[config.mk]
export PLATFORM = sky130hd
export DESIGN_NAME = fifo_serializer
export DESIGN_NICKNAME = d
export VERILOG_FILES = /design/src/rtl/fifo_pkg.sv /design/src/rtl/fifo_serializer_if.sv /design/src/rtl/bit_timer.sv /design/src/rtl/fifo_serializer_core.sv /design/src/rtl/fifo_serializer.sv
export SDC_FILE = /design/constraint.sdc
export NUM_CORES = 1
export LEC_CHECK = 0
export CORE_UTILIZATION = 50
export CTS_CLUSTER_DIAMETER = 30
export DETAILED_ROUTE_END_ITERATION = 8
export PLACE_DENSITY = 0.77
export SYNTH_ARGS = -nofsm -noshare
export SYNTH_HDL_FRONTEND = slang
export SYNTH_SLANG_ARGS = --single-unit
[constraint.sdc]
create_clock -name clock -period 4.1 [get_ports clock]
set_clock_uncertainty 0.05 [all_clocks]
set_input_delay 0.82 -clock clock [delete_from_list [all_inputs] [get_ports clock]]
set_output_delay 0.82 -clock clock [all_outputs]
set_load 0.01 [all_outputs]
[src/rtl/fifo_pkg.sv]
// ----------------------------------------------------------------------------
// fifo_pkg
// Shared definitions for the FIFO read side and the serializer that drains it.
//   - default_data_w        : default word width popped from the FIFO
//   - default_clks_per_bit  : default serial bit period in clock cycles
//   - fifo_depth            : depth of the upstream FIFO this block is paired with
//   - ser_state_t           : serializer FSM state encoding
//   - frame_cycles()        : length of one frame on the serial line in cycles
// ----------------------------------------------------------------------------
package fifo_pkg;

    localparam int default_data_w       = 8;
    localparam int default_clks_per_bit = 4;
    localparam int fifo_depth           = 4;

    typedef enum logic [2:0] {
        IDLE  = 3'd0,
        POP   = 3'd1,
        LOAD  = 3'd2,
        START = 3'd3,
        DATA  = 3'd4,
        STOP  = 3'd5
    } ser_state_t;

    // Start bit + data bits + stop bit, each held for clks_per_bit cycles.
    function automatic int frame_cycles(input int data_w, input int clks_per_bit);
        return (data_w + 2) * clks_per_bit;
    endfunction

endpackage

[src/rtl/fifo_serializer_if.sv]
// ----------------------------------------------------------------------------
// fifo_serializer_if
// Bundles the FIFO read handshake and the serial-line outputs of the
// serializer.
//   tx_en      : permission to start a new frame
//   empty      : upstream FIFO empty flag
//   pop        : pop request to the upstream FIFO
//   pop_data   : FIFO read data, valid the cycle after pop
//   ser        : serial line, idle high
//   busy       : serializer is not idle
//   frame_done : one-cycle pulse on the last stop-bit cycle
// Modports:
//   master : serializer side
//   slave  : FIFO / line-consumer side
// ----------------------------------------------------------------------------
interface fifo_serializer_if #(
    parameter int data_w = fifo_pkg::default_data_w
);

    logic              tx_en;
    logic              empty;
    logic              pop;
    logic [data_w-1:0] pop_data;
    logic              ser;
    logic              busy;
    logic              frame_done;

    modport master (
        input  tx_en,
        input  empty,
        input  pop_data,
        output pop,
        output ser,
        output busy,
        output frame_done
    );

    modport slave (
        output tx_en,
        output empty,
        output pop_data,
        input  pop,
        input  ser,
        input  busy,
        input  frame_done
    );

endinterface

[src/rtl/bit_timer.sv]
// ----------------------------------------------------------------------------
// bit_timer
// Free-running bit-period counter: counts 0 .. clks_per_bit-1 while enabled
// and wraps. tick marks the last cycle of each bit period.
// Ports:
//   clock  : clock, rising edge
//   reset  : synchronous active-high reset (count -> 0)
//   clear  : synchronous clear (count -> 0), used before a frame starts
//   enable : count while high, hold while low
//   count  : current position inside the bit period
//   tick   : high on the last cycle of a bit period (only while enabled)
// ----------------------------------------------------------------------------
module bit_timer #(
    parameter  int clks_per_bit = fifo_pkg::default_clks_per_bit,
    localparam int cnt_w        = (clks_per_bit > 1) ? $clog2(clks_per_bit) : 1
) (
    input  logic             clock,
    input  logic             reset,
    input  logic             clear,
    input  logic             enable,
    output logic [cnt_w-1:0] count,
    output logic             tick
);

    localparam logic [cnt_w-1:0] last_count = cnt_w'(clks_per_bit - 1);

    logic [cnt_w-1:0] count_reg;

    always_ff @(posedge clock) begin
        if (reset || clear) begin
            count_reg <= '0;
        end else if (enable) begin
            // Explicit wrap so non-power-of-two periods work too.
            if (count_reg == last_count) begin
                count_reg <= '0;
            end else begin
                count_reg <= count_reg + cnt_w'(1);
            end
        end
    end

    assign count = count_reg;
    assign tick  = enable && (count_reg == last_count);

endmodule

[src/rtl/fifo_serializer_core.sv]
// ----------------------------------------------------------------------------
// fifo_serializer_core
// Pops one word from an upstream FIFO and sends it as an idle-high serial
// frame: one start bit (0), data_w data bits LSB-first, one stop bit (1),
// each bit clks_per_bit cycles long.
// Ports:
//   clock : clock, rising edge
//   reset : synchronous active-high reset
//   bus   : fifo_serializer_if.master (FIFO handshake + serial outputs)
// All serial-side outputs except busy come straight from flops; their next
// values are derived from the next FSM state so they line up with it.
// ----------------------------------------------------------------------------
module fifo_serializer_core
    import fifo_pkg::*;
#(
    parameter int data_w       = default_data_w,
    parameter int clks_per_bit = default_clks_per_bit
) (
    input  logic              clock,
    input  logic              reset,
    fifo_serializer_if.master bus
);

    localparam int cnt_w = (clks_per_bit > 1) ? $clog2(clks_per_bit) : 1;
    localparam int idx_w = (data_w > 1) ? $clog2(data_w) : 1;

    localparam logic [idx_w-1:0] last_idx = idx_w'(data_w - 1);
    // frame_done is registered, so it is set one cycle before the final
    // stop-bit cycle, i.e. when the timer sits at clks_per_bit-2.
    localparam logic [cnt_w-1:0] pre_last_count = cnt_w'(clks_per_bit - 2);

    ser_state_t        state_reg;
    ser_state_t        state_next;
    logic [data_w-1:0] shift_reg;
    logic [data_w-1:0] shift_next;
    logic [idx_w-1:0]  bit_idx_reg;
    logic [idx_w-1:0]  bit_idx_next;
    logic              ser_reg;
    logic              ser_next;
    logic              pop_reg;
    logic              pop_next;
    logic              done_reg;
    logic              done_next;

    logic              timer_clear;
    logic              timer_enable;
    logic              tick;
    logic [cnt_w-1:0]  timer_count;
    logic              last_bit;

    assign timer_clear  = (state_reg == LOAD);
    assign timer_enable = (state_reg == START) || (state_reg == DATA) || (state_reg == STOP);
    assign last_bit     = (bit_idx_reg == last_idx);

    bit_timer #(
        .clks_per_bit (clks_per_bit)
    ) u_bit_timer (
        .clock  (clock),
        .reset  (reset),
        .clear  (timer_clear),
        .enable (timer_enable),
        .count  (timer_count),
        .tick   (tick)
    );

    // ------------------------------------------------------------------
    // State and output registers
    // ------------------------------------------------------------------
    always_ff @(posedge clock) begin
        if (reset) begin
            state_reg   <= IDLE;
            shift_reg   <= '0;
            bit_idx_reg <= '0;
            ser_reg     <= 1'b1;
            pop_reg     <= 1'b0;
            done_reg    <= 1'b0;
        end else begin
            state_reg   <= state_next;
            shift_reg   <= shift_next;
            bit_idx_reg <= bit_idx_next;
            ser_reg     <= ser_next;
            pop_reg     <= pop_next;
            done_reg    <= done_next;
        end
    end

    // ------------------------------------------------------------------
    // Next-state logic. The FIFO empty flag only matters in IDLE, and
    // tx_en only gates the start of a frame, never an ongoing one.
    // ------------------------------------------------------------------
    always_comb begin
        state_next = state_reg;
        case (state_reg)
            IDLE:  if (bus.tx_en && !bus.empty) state_next = POP;
            POP:   state_next = LOAD;
            LOAD:  state_next = START;
            START: if (tick) state_next = DATA;
            DATA:  if (tick && last_bit) state_next = STOP;
            STOP:  if (tick) state_next = IDLE;
            default: state_next = IDLE;
        endcase
    end

    // ------------------------------------------------------------------
    // Output / datapath logic
    // ------------------------------------------------------------------
    always_comb begin
        shift_next   = shift_reg;
        bit_idx_next = bit_idx_reg;
        case (state_reg)
            LOAD: begin
                // FIFO read data is valid the cycle after the pop.
                shift_next   = bus.pop_data;
                bit_idx_next = '0;
            end
            DATA: begin
                if (tick) begin
                    shift_next   = shift_reg >> 1;
                    bit_idx_next = last_bit ? '0 : bit_idx_reg + idx_w'(1);
                end
            end
            default: begin
            end
        endcase

        // Line level for the coming cycle; bit 0 of the shifter is always
        // the data bit currently on the wire.
        ser_next = 1'b1;
        case (state_next)
            START:   ser_next = 1'b0;
            DATA:    ser_next = shift_next[0];
            default: ser_next = 1'b1;
        endcase

        pop_next  = (state_next == POP);
        done_next = (state_reg == STOP) && (timer_count == pre_last_count);
    end

    assign bus.pop        = pop_reg;
    assign bus.ser        = ser_reg;
    assign bus.frame_done = done_reg;
    assign bus.busy       = (state_reg != IDLE);

endmodule

[src/rtl/fifo_serializer.sv]
// ----------------------------------------------------------------------------
// fifo_serializer (top)
// Drains an upstream FIFO one word per frame onto an idle-high serial line.
// Parameters:
//   data_w       : FIFO word width (bits per frame payload)
//   clks_per_bit : clock cycles per serial bit, must be >= 2
// Ports:
//   clock        : clock, rising edge
//   reset        : synchronous active-high reset
//   tx_en_i      : permits starting a new frame
//   e_i          : upstream FIFO empty flag
//   pop_o        : one-cycle pop request per frame
//   pop_data_i   : FIFO read data, valid the cycle after pop_o
//   ser_o        : serial output, idle high
//   busy_o       : high whenever the serializer is not idle
//   frame_done_o : one-cycle pulse on the last stop-bit cycle
// ----------------------------------------------------------------------------
module fifo_serializer
    import fifo_pkg::*;
#(
    parameter int data_w       = default_data_w,
    parameter int clks_per_bit = default_clks_per_bit
) (
    input  logic              clock,
    input  logic              reset,
    input  logic              tx_en_i,
    input  logic              e_i,
    output logic              pop_o,
    input  logic [data_w-1:0] pop_data_i,
    output logic              ser_o,
    output logic              busy_o,
    output logic              frame_done_o
);

    fifo_serializer_if #(.data_w(data_w)) bus ();

    assign bus.tx_en    = tx_en_i;
    assign bus.empty    = e_i;
    assign bus.pop_data = pop_data_i;

    assign pop_o        = bus.pop;
    assign ser_o        = bus.ser;
    assign busy_o       = bus.busy;
    assign frame_done_o = bus.frame_done;

    fifo_serializer_core #(
        .data_w       (data_w),
        .clks_per_bit (clks_per_bit)
    ) u_core (
        .clock (clock),
        .reset (reset),
        .bus   (bus)
    );

endmodule

==> flow_summary.json <==
{
  "path_clk_slew_ns": 0.10,
  "wl_um": 1590,
  "worstPathCellList": "or3_1, clkdlybuf4s50_1",
  "port_buffers": 15,
  "post_cts_buffers": 0,
  "grt.total_usage": 0.205,
  "hold_buffers": 0,
  "leakage_uw": 0.000377,
  "outcome": "complete, but fails checks",
  "worstPathMaxFanout": 12,
  "synth_top_area_frac": 0.438,
  "critical-path-top-delay-family": "buffers and inverters",
  "numCtsBuffers": 3,
  "slew_headroom": 0.551,
  "synth-seq-cells": 19,
  "clk_latency_ns": 0.29,
  "start_util": 0.557,
  "start_kind": "register",
  "fillCellCount": 123,
  "netlist_instances": 91,
  "finish.net_count": 122,
  "netlist_top_cells_area": "dfxtp_1 (44%), a22oi_1 (8.6%), ha_1 (5.8%), nor2_1 (4.8%), a21oi_1 (4.6%)",
  "syn_nets": 107,
  "maxCapViolCount": 0,
  "finalMaxSlewViolations": 0,
  "cts_max_level": 1,
  "required_ns": 3.23,
  "antenna_found_initial": 0,
  "grt_pass1_vias": 689,
  "area_growth_pct": 19.0,
  "drive_gt1_frac": 0.0667,
  "grt_pass1_wl_um": 2900,
  "timing.fmax_mhz": 397,
  "die_w_um": 43.7,
  "routedWlPerCell_um": 13.1,
  "synth.most_common_cell": "dfxtp_1",
  "fin_crit_ns": 2.52,
  "ir_drop_v": 0.000286,
  "violations": "DRC",
  "fin_cells": 121,
  "drc": 1,
  "antenna_cells": 0,
  "overflow": 0,
  "finalHoldViolCount": 0,
  "grt_setup_unrepaired": "false",
  "synth_edf_count": 0,
  "fp.coreArea_mm2": 0.00156,
  "synth_cell_types": 33,
  "ys_warn_count": 0,
  "yosysTopAreaCell": "dfxtp_1",
  "path_class": "register to output port",
  "cts_tree": "done",
  "vias": 711,
  "tightest_slew_ns": 0.671,
  "syn-cell-area_um2": 868,
  "finalSetupViolCount": 0,
  "grt_max_degree": 19,
  "drt_iter0_markers": 11,
  "ant_nets": 0,
  "die_h_um": 43.7,
  "crit_path_end_kind": "output port",
  "cts_buffer_depth": 2,
  "die-area_mm2": 0.00191,
  "dr.pass1.iters": 6,
  "period_share": 0.614,
  "largest_reg_flops": 8,
  "vias_per_cell": 5.88,
  "worst_path_max_delay_cell": "clkdlybuf4s50_1",
  "synth.cells.most_frequent": "dfxtp_1 (19), nor2_1 (11), a22oi_1 (10), a21oi_1 (8), nand2_1 (6)",
  "rows": 14,
  "hp-class": "register to register",
  "ys_async_sr_fraction": 0,
  "cts-root-buf": "clkbuf_4",
  "seq_area_frac_synth": 0.438,
  "ctsResizeCount": 0,
  "synth_top_flop_cell": "dfxtp_1",
  "ios": 16,
  "post-route-util": 0.663,
  "worstPathArrival_ns": 1.65,
  "setup_tns_ns": 0,
  "hpwlAfterDp_um": 1150,
  "syn_avg_cell_area_um2": 9.54,
  "hold_ws_ns": 0.413,
  "finalPower_uw": 335,
  "powerDensity_mw_per_mm2": 324,
  "slowest_delay_ns": 0.48,
  "clock-sinks": 19,
  "place_congestion": 0.743,
  "dp.cells": 117,
  "critical_path_buf_inv_count": 1
}
==> tightest hold or removal path, stage by stage, from the launching register on <==
cell	delay (ns)
dfxtp_1	0.32
nand2_1	0.05
a21oi_1	0.05
==> cells in the final DEF, fill, tap and decap left out, types with 2 or more instances in the layout <==
| master | instances |
|---|---|
| a22oi_1 | 10 |
| ha_1 | 4 |
| clkbuf_4 | 3 |
| or3_1 | 3 |
| and2_1 | 2 |
| inv_1 | 2 |
| dfxtp_1 | 19 |
| nand2_1 | 6 |
| clkdlybuf4s50_1 | 15 |
| nor2_1 | 11 |
| a21oi_1 | 8 |
| and2b_1 | 2 |
==> final cells by class <==
type                    instances  area [µm²]  share of cell area
clock buffers                   4        26.3              0.0254
inverters                       2        7.51             0.00726
multi-input cells              65         449               0.435
flip-flops and latches         19         380               0.368
well taps                      16        20.0              0.0194
repair buffers                 15         150               0.145
==> worst paths after layout <==
| check | cells past startpoint | slack (ns) | end | start |
|---|---|---|---|---|
| worst max register to register | 5 | 2.26 | u_core.bus.ser | u_core.u_bit_timer.count[1] |
| worst min register to register | 2 | 0.41 | u_core.shift_reg[4] | u_core.shift_reg[4] |
| worst max-delay path | 2 | 1.58 | busy_o | u_core.state_reg[0] |
| worst min-delay path | 2 | 0.41 | u_core.shift_reg[4] | u_core.shift_reg[4] |
==> power by group <==
| part | leakage [µW] | internal, µW | switching [µW] | total [µW] |
|---|---|---|---|---|
| Sequential | 0.000154 | 191 | 6.46 | 198 |
| Combinational | 0.000208 | 25.9 | 19.6 | 45.5 |
| Clock | 0.0000150 | 37.9 | 53.6 | 91.4 |
| Total | 0.000377 | 255 | 79.6 | 335 |
==> cells by family (layout without fill, tap and decap cells) <==
family | Yosys count | after routing | synth area share
AOI/OAI and AO/OA | 28 | 28 | 0.229
and+or+nand+nor | 32 | 32 | 0.219
DFF | 19 | 19 | 0.438
muxes | 1 | 1 | 0.0115
adders and majority gates | 4 | 4 | 0.0576
buffers and inverters | 7 | 21 | 0.0447
==> per-layer routing <==
metal | share of wire | GRT usage
met1 | 0.46 | 0.248
met2 | 0.49 | 0.349
met3 | 0.045 | 0.0750
met4 | 0 | 0.0375
met5 | 0 | 0
==> stage by stage <==
step | worst slack [ns] | area (µm²)
after CTS | 1.57 | 1030
after global placement | 1.67 | 1010
final | 1.58 | 1030
after global routing | 1.50 | 1030
after detailed placement | 1.61 | 1010
after floorplan | 2.36 | 868
(Power assumes the default switching activity.)
